`config.mk`:
```
export PLATFORM = sky130hd
export DESIGN_NAME = mem_arbiter
export DESIGN_NICKNAME = d
export VERILOG_FILES = /design/src/rtl/mem_arbiter.sv
export SDC_FILE = /design/constraint.sdc
export NUM_CORES = 1
export LEC_CHECK = 0
export CAP_MARGIN = 20
export CORE_ASPECT_RATIO = 1.75
export CORE_MARGIN = 8
export CORE_UTILIZATION = 29
export DETAILED_ROUTE_END_ITERATION = 12
export PLACE_DENSITY = 0.82
export REMOVE_ABC_BUFFERS = 1
export SETUP_SLACK_MARGIN = 0.2
export SLEW_MARGIN = 20
export SYNTH_ARGS = -nofsm -noshare
export SYNTH_HDL_FRONTEND = slang
export SYNTH_SLANG_ARGS = --single-unit
```
`constraint.sdc`:
```
create_clock -name clock -period 3 [get_ports clock]
set_input_delay 0.75 -clock clock [delete_from_list [all_inputs] [get_ports clock]]
set_output_delay 0.75 -clock clock [all_outputs]
set_load 0.1 [all_outputs]
```
`src/rtl/mem_arbiter.sv`:
```
// mem_arbiter
// Two-requester arbiter and sequencer for the shared 64K x 16 data memory.
// Port 0 is the CPU data port. Port 1 is the audio DMA streamer. The write
// and read channels are arbitrated independently with round-robin priority.
// A lock lets one port hold exclusive access for an atomic read-modify-write.
//
// Ports:
//   clock, reset        rising-edge clock, synchronous active-high reset
//   req_valid/write/lock per-port request qualifiers (bit p = port p)
//   req_addr, req_wdata per-port address/data, port p at [p*W +: W]
//   req_ready           per-port combinational grant (accept = valid & ready)
//   rsp_valid           per-port one-cycle read-response strobe
//   rsp_rdata           read data (mem_q passed straight through)
//   lock_abort          one-cycle pulse when a lock times out
//   mem_*               write port, read address and read data of the memory
module mem_arbiter #(
  parameter int ADDR_W   = 16,
  parameter int DATA_W   = 16,
  parameter int LOCK_MAX = 64
) (
  input  logic                clock,
  input  logic                reset,
  input  logic [1:0]          req_valid,
  input  logic [1:0]          req_write,
  input  logic [1:0]          req_lock,
  input  logic [2*ADDR_W-1:0] req_addr,
  input  logic [2*DATA_W-1:0] req_wdata,
  output logic [1:0]          req_ready,
  output logic [1:0]          rsp_valid,
  output logic [DATA_W-1:0]   rsp_rdata,
  output logic                lock_abort,
  output logic [ADDR_W-1:0]   mem_wraddress,
  output logic                mem_wren,
  output logic [DATA_W-1:0]   mem_data,
  output logic [ADDR_W-1:0]   mem_rdaddress,
  input  logic [DATA_W-1:0]   mem_q
);

  localparam int TW = $clog2(LOCK_MAX + 1);

  typedef enum logic [1:0] {
    IDLE  = 2'd0,
    LOCK0 = 2'd1,
    LOCK1 = 2'd2
  } lock_state_t;

  lock_state_t       state, state_next;
  logic              wr_ptr, rd_ptr;
  logic [TW-1:0]     lock_timer;
  logic [1:0]        rd_grant_q;
  logic [1:0]        allow, wr_cand, rd_cand, wr_grant, rd_grant;
  logic              owner, owner_write, owner_relock, timer_at_max;
  logic              lock_timeout, timer_clear, timer_inc;
  logic [ADDR_W-1:0] addr0, addr1;
  logic [DATA_W-1:0] wdata0, wdata1;

  assign addr0  = req_addr[0 +: ADDR_W];
  assign addr1  = req_addr[ADDR_W +: ADDR_W];
  assign wdata0 = req_wdata[0 +: DATA_W];
  assign wdata1 = req_wdata[DATA_W +: DATA_W];

  // A lone candidate wins outright; the pointer only breaks a tie.
  function automatic logic [1:0] pick(input logic [1:0] cand, input logic ptr);
    if (cand == 2'b11) return ptr ? 2'b10 : 2'b01;
    return cand;
  endfunction

  // While a lock is held the other port is masked out of both channels,
  // so the owner is the only possible candidate and always wins.
  always_comb begin
    allow = 2'b11;
    if (state == LOCK0)      allow = 2'b01;
    else if (state == LOCK1) allow = 2'b10;
    wr_cand  = req_valid &  req_write & allow;
    rd_cand  = req_valid & ~req_write & allow;
    wr_grant = pick(wr_cand, wr_ptr);
    rd_grant = pick(rd_cand, rd_ptr);
  end

  assign owner        = (state == LOCK1);
  assign owner_write  = wr_grant[owner];
  assign owner_relock = rd_grant[owner] & req_lock[owner];
  assign timer_at_max = (lock_timer == TW'(LOCK_MAX));

  // State register. The pointer moves to the other port after any grant
  // (grant to port 0 -> pointer 1, grant to port 1 -> pointer 0).
  always_ff @(posedge clock) begin
    if (reset) begin
      state      <= IDLE;
      wr_ptr     <= 1'b0;
      rd_ptr     <= 1'b0;
      lock_timer <= '0;
      rd_grant_q <= 2'b00;
    end else begin
      state <= state_next;
      if (|wr_grant) wr_ptr <= wr_grant[0];
      if (|rd_grant) rd_ptr <= rd_grant[0];
      if (timer_clear)    lock_timer <= '0;
      else if (timer_inc) lock_timer <= lock_timer + TW'(1);
      rd_grant_q <= rd_grant;
    end
  end

  // Next-state logic. The unlocking write has priority; a repeated locked
  // read restarts the timer; otherwise the lock times out at LOCK_MAX.
  always_comb begin
    state_next   = state;
    timer_clear  = 1'b0;
    timer_inc    = 1'b0;
    lock_timeout = 1'b0;
    unique case (state)
      IDLE: begin
        if (rd_grant[0] && req_lock[0]) begin
          state_next  = LOCK0;
          timer_clear = 1'b1;
        end else if (rd_grant[1] && req_lock[1]) begin
          state_next  = LOCK1;
          timer_clear = 1'b1;
        end
      end
      LOCK0, LOCK1: begin
        if (owner_write) begin
          state_next = IDLE;
        end else if (owner_relock) begin
          timer_clear = 1'b1;
        end else if (timer_at_max) begin
          state_next   = IDLE;
          lock_timeout = 1'b1;
        end else begin
          timer_inc = 1'b1;
        end
      end
      default: state_next = IDLE;
    endcase
  end

  // Outputs. A port never reads and writes in the same cycle, so the two
  // grant vectors never overlap on one bit.
  always_comb begin
    req_ready     = wr_grant | rd_grant;
    lock_abort    = lock_timeout;
    mem_wren      = |wr_grant;
    mem_wraddress = '0;
    mem_data      = '0;
    if (wr_grant[1]) begin
      mem_wraddress = addr1;
      mem_data      = wdata1;
    end else if (wr_grant[0]) begin
      mem_wraddress = addr0;
      mem_data      = wdata0;
    end
    mem_rdaddress = '0;
    if (rd_grant[1])      mem_rdaddress = addr1;
    else if (rd_grant[0]) mem_rdaddress = addr0;
    rsp_valid = rd_grant_q;
    rsp_rdata = mem_q;
  end

endmodule

```
==> summary.md <==
| Metric | Value |
|---|---|
| Fillcell total | `161` |
| Post-synth top area share | `0.187` |
| Vias per cell | `6.38` |
| Global route overflow | `0` |
| Hold Path Class | `reg2reg` |
| # rows | `34` |
| Cell internal pwr | `802 µW` |
| Diodes inserted | `0` |
| Run status | `complete, but fails checks` |
| Post-Syn Area | `1500 µm²` |
| GR Layer Usage met2 | `0.510` |
| Met3 Track Usage GR | `0.0869` |
| CP Cell Sequence | `inv_4, ha_4, or4b_4, o2111a_2, buf_6, buf_16, o21ai_4, buf_12` |
| WL per Instance | `33.5 µm` |
| Layout Cells excl Fill | `414` |
| Slew @ Worst Pin | `420 ps` |
| Slew Viols, Final | `0` |
| Leak Pwr | `1.90 nW` |
| CP Max Fanout | `8` |
| Die area | `7830 µm²` |
| Critical Path RT | `2250 ps` |
| Setup violators final | `50` |
| Max_cap viols | `0` |
| Num CTS Buffers | `3` |
| Crit Path Class | `reg2out` |
| Count of input and output buffers | `125` |
| Top FF cell, synth | `dfxtp_1` |
| Clk Latency, worst-skew pair | `240 ps` |
| Synthesized instance count | `204` |
| Largest net degree at the start of global routing | `20` |
| Final ANT Viol Nets | `0` |
| Util after Layout | `0.907` |
| CP peak stage delay | `570 ps` |
| CTS tree | `done` |
| Die width | `70.4 µm` |
| DR DRC count | `0` |
| WHS | `554 ps` |
| Core area | `4980 µm²` |
| Comb pwr share | `0.786` |
| Crit path max-delay cell type | `or4b_4` |
| Switch Pwr | `807 µW` |
| Count leader, synth | `nand2_1` |
| H-tree Lvls | `1` |
| Clk network pwr share | `0.097` |
| Seq cells post-synth | `13` |
| Initial Utilization | `0.302` |
| CP endpoint kind | `primary output` |
| Nets@finish | `456` |
| CTS Root Cell | `clkbuf_8` |
| Max_slew headroom | `0.718` |
| Synth cell types | `39` |
| Tot GR Track Use | `0.284` |
| Async set or reset register ratio after synthesis | `0` |
| EDFF count, synth | `0` |
| Clk_skew | `3.17 ps` |
| First-pass DRT Iterations | `8` |
| CP startpoint kind | `flop` |
| Peak supply drop | `0.421 mV` |
| Sequential element share of the synthesized area | `0.173` |
| Switching share of power | `0.502` |
| IO Pins | `158` |
| Fin. Hold Viols | `0` |
| Unrepaired setup endpoints after global routing | `true` |
| Part of the cycle the worst path needs | `1.07` |
| First-pass GRT wire length | `17.3 mm` |
| Fmax | `312 MHz` |
| Failing checks | `setup timing` |
| Synth cell count leaders | `36 x nand2_1, 32 x a22o_1, 17 x o21ai_1` |
| Mean Syn Cell Area | `7.37 µm²` |
| Final wirelength | `13.9 mm` |
| Yosys Warn Count | `0` |
| Synth area leader | `a22o_1` |
| Sequential Power Share | `0.117` |
| DR iter-0 viols | `190` |
| Pwr Total | `1.61 mW` |
| Tmin final | `3200 ps` |
| Global placement routability congestion | `0.883` |
| Pwr/cell area | `356 nW/µm²` |
| Die extent in y | `111 µm` |
| Post-route worst setup slack | `-200 ps` |
| DR vias | `2640` |
| Vias in the first global route | `2707` |
| Max clock buf depth | `2` |
| Dpl cells | `376` |
| CTS clk-pin slew, worst paths | `50 ps` |
| Arrival time at the worst endpoint | `2450 ps` |
| Detail Placement HPWL | `6.81 mm` |
| Initial antenna violation count | `0` |
| Area growth syn-to-layout | `201%` |
| CTS Hold Bufs | `0` |
| Layout cells sized above 1 | `0.533` |
| Sink Count | `13` |
| Most Crowded Layer GR | `met2` |
| Top area cells in the synthesized netlist | `a22o_1 19%, dfxtp_1 17%, nand2_1 9.0%` |
| Met1 GRT Util | `0.265` |
==> cells in the final DEF, fill, tap and decap left out, types with 2 or more instances in the layout <==
cell | Yosys | final
o21ai_4 | 0 | 16
clkbuf_8 | 0 | 3
nand3_1 | 7 | 7
inv_4 | 0 | 2
nor2_1 | 15 | 12
buf_12 | 0 | 62
dfxtp_4 | 0 | 2
a22o_4 | 0 | 30
nand2_2 | 0 | 9
xor2_1 | 5 | 5
dfxtp_1 | 13 | 11
buf_8 | 0 | 2
ha_1 | 7 | 4
and3_1 | 5 | 4
nand2b_1 | 3 | 3
a21oi_1 | 3 | 3
clkdlybuf4s50_1 | 0 | 67
nand2_1 | 36 | 26
a22o_1 | 32 | 2
nand3b_1 | 2 | 2
buf_4 | 16 | 27
ha_4 | 0 | 3
buf_2 | 5 | 2
inv_1 | 6 | 4
nor3b_1 | 2 | 2
buf_6 | 0 | 10
buf_16 | 0 | 8
nor2_4 | 0 | 3
==> cell type report <==
class	count	area, µm²	share of cell area
clock buffer	4	45.0	0.00997
inverter	6	27.5	0.00609
multi-input combinational	157	1610	0.356
sequential	13	268	0.0593
tap	54	67.6	0.0150
timing repair buffer	180	2500	0.554
==> routing by layer <==
metal / part of all wire / vias to the layer above
met2: 0.51 / 274
met4: 0.069 / 0
met3: 0.096 / 72
met1: 0.33 / 1253
met5: 0 / -
li1: - / 1041
==> cell families (layout without fill, tap and decap cells) <==
logic type / after synthesis / in the layout / synth area share
AOI/OAI and AO/OA: 61 / 61 / 0.315
xor gates and xnor gates: 6 / 6 / 0.0350
adders and majority gates: 7 / 7 / 0.0583
buffers and inverters: 34 / 190 / 0.129
DFF: 13 / 13 / 0.173
muxes: 2 / 2 / 0.0216
and+or+nand+nor: 81 / 81 / 0.268
==> worst max-delay path: cells and delay by family (launching register included) <==
family	cells	cell delay, ps
AND/OR/NAND/NOR	1	570
flip-flops	1	380
AO/OA/AOI/OAI	2	520
adder cells (fa/ha/maj)	1	160
buffers and inverters	4	560
==> state kept, by name, indices dropped and copies added (netlist names) <==
register / count
state: 2
wr_ptr: 1
rd_ptr: 1
lock_timer: 7
rsp_valid: 2
==> metrics by stage <==
stage	TNS, ps	cell area, µm²	worst slack (ps)
final	-6030	4520	-200
after global routing	-7390	4520	-247
after CTS	-1170	4210	-80.8
after detailed placement	-14250	3400	-503
after global placement	-13010	3400	-425
after floorplan	-39660	1330	-1060
==> path summary, 6_finish.rpt <==
check / from / endpoint / slack (ps) / cells past startpoint
worst max-delay path: state[1]$_SDFFE_PP0P_ / mem_rdaddress[2] / -200 / 8
worst min-delay path: lock_timer[6]$_SDFFE_PP0P_ / lock_timer[6]$_SDFFE_PP0P_ / 550 / 2
worst max register to register: state[0]$_SDFFE_PP0P_ / state[0]$_SDFFE_PP0P_ / 330 / 12
worst min register to register: lock_timer[6]$_SDFFE_PP0P_ / lock_timer[6]$_SDFFE_PP0P_ / 550 / 2
==> timing repair <==
action	CTS	global route
gates resized for setup	95	38
pin swaps	36	26
endpoints found under the setup margin	51	51
cloned	8	0
buffers inserted	21	5
==> power groups by stage <==
stage | clock, mW | combinational, mW | sequential (mW)
after CTS | 0.160 | 1.15 | 0.186
final | 0.156 | 1.26 | 0.188
after detailed placement | 0 | 1.00 | 0.188
after global routing | 0.166 | 1.29 | 0.188
after floorplan | 0 | 0.542 | 0.196
after global placement | 0 | 0.992 | 0.187
(Power assumes the default switching activity.)
==> edit, RTL diff (same flow settings) <==
Set the parameter `LOCK_MAX` to 128 (it was 64).
--- a/src/rtl/mem_arbiter.sv
+++ b/src/rtl/mem_arbiter.sv
@@ -17,5 +17,5 @@
   parameter int ADDR_W   = 16,
   parameter int DATA_W   = 16,
-  parameter int LOCK_MAX = 64
+  parameter int LOCK_MAX = 128
 ) (
   input  logic                clock,
Function: no difference found for any inputs over 10 cycles, from zero or initial values and one cycle with reset high; that may be too few to reach the edited logic, so the function may still have changed.
==> edit against the unedited design <==
The flow still finishes with violations (setup timing). Sequential cell count rose by 1. Utilization fell by 9.1 points. Critical path depth fell by 1. Clock skew fell by 0.0025 ns. Register-to-register slack improved by 0.42 ns. Wire length fell by 28%. Final area fell by 6.6%. Synthesized cell count fell by 11%. Area after synthesis rose by 1.1%. Hold slack got worse by 0.037 ns. Total power fell by 3.5%. Worst setup slack improved by 0.15 ns. Highest routed layer unchanged.
==> edit: results (changes against the unedited design) <==
| Metric | Value |
|---|---|
| Multi-Input Combinational | 133 (was 157) |
| Synthesis-stage register bit count | 14 (was 13) |
| Buffering overhead | 56.02% (was 55.40%) |
| Routing usage on met2 | 36.53% (was 51.03%) |
| Static Leak | 1.803 nW (was 1.897 nW) |
| Placed instance area | 0.003413 mm² (was 0.003403 mm²) |
| Initial DRC Count | 142 (was 190) |
| Max reg flops | 8 (was 7) |
| Register area share after synthesis | 18.45% (was 17.32%) |
| Adder-cell share of the synthesized area | 5.766% (was 5.828%) |
| Placed insts | 361 (was 376) |
| Drt wl/cell | 25.56 µm (was 33.46 µm) |
| Syn_area_per_cell | 8.392 µm² (was 7.366 µm²) |
| Total GRT Usage | 19.49% (was 28.35%) |
| GR Layer Usage met3 | 11.79% (was 8.692%) |
| Setup TNS | -0.4588 ns (was -6.026 ns) |
| Final Net Count | 430 (was 456) |
| VDD IR max | 0.2329 mV (was 0.4209 mV) |
| Met1 wire length | 3174 µm (was 4536 µm) |
| # setup viols final | 15 (was 50) |
| Metal3 WL | 1165 µm (was 1331 µm) |
| Pin count of the biggest net entering global routing | 22 (was 20) |
| Mux share of post-synthesis cell area | 2.142% (was 2.165%) |
| Synth Area in Compound Gates | 37.23% (was 31.47%) |
| Clk network pwr share | 12.0% (was 9.7%) |
| Cts repair resizes | 54 (was 95) |
| Setup ws final | -0.04838 ns (was -0.2005 ns) |
| Register share of the cell area | 6.821% (was 5.928%) |
| TritonRoute pass-1 iters | 4 (was 8) |
| DR WL met2 | 5346 µm (was 7029 µm) |
| Global-route track usage on met1 | 16.62% (was 26.51%) |
| First-pass GRT wire length | 12190 µm (was 17260 µm) |
| Synth top area cells | a22o_1 (28%), dfxtp_1 (18%), buf_4 (8.4%), ha_1 (5.8%), nor2_1 (4.0%) (was a22o_1 (19%), dfxtp_1 (17%), nand2_1 (9.0%), buf_4 (8.0%), ha_1 (5.8%)) |
| Status | finished with violations (unchanged) |
| Worst-Margin Slew | 0.4195 ns (was 0.4196 ns) |
| Vias per cell | 5.879 (was 6.377) |
| Failing checks | setup timing (unchanged) |
| Tap cells | 55 (was 54) |
-- edit: changes by cell type after synthesis, sizes merged, moves of 3 or more --
cell,unedited run,this run
o21ai,18,5
a22o,32,48
o22ai,0,3
nand3,7,4
nand4,1,6
nand2,36,7
and3,5,1
-- edit: critical path, stage by stage, from the launching register on --
cell and delay, ns:
dfxtp_4 0.38, inv_4 0.05, ha_4 0.16, or4b_4 0.57, mux2i_4 0.28, buf_6 0.20, a22o_1 0.21, buf_12 0.19
-- edit: kinds of logic after synthesis --
group                      Yosys count
AOI/OAI and AO/OA                   66
and+or+nand+nor                     51
buffers and inverters               34
DFF                                 14
xor gates and xnor gates             7
adders and majority gates            7
muxes                                2
-- edit: worst min-delay path by stage --
stage,depth (start not counted),slack (ns),endpoint
finish,2,0.52,rd_ptr
CTS,2,0.48,rd_ptr
global placement,2,0.46,rd_ptr
global route,2,0.54,rd_ptr
floorplan,2,0.44,rd_ptr
detailed placement,2,0.47,rd_ptr
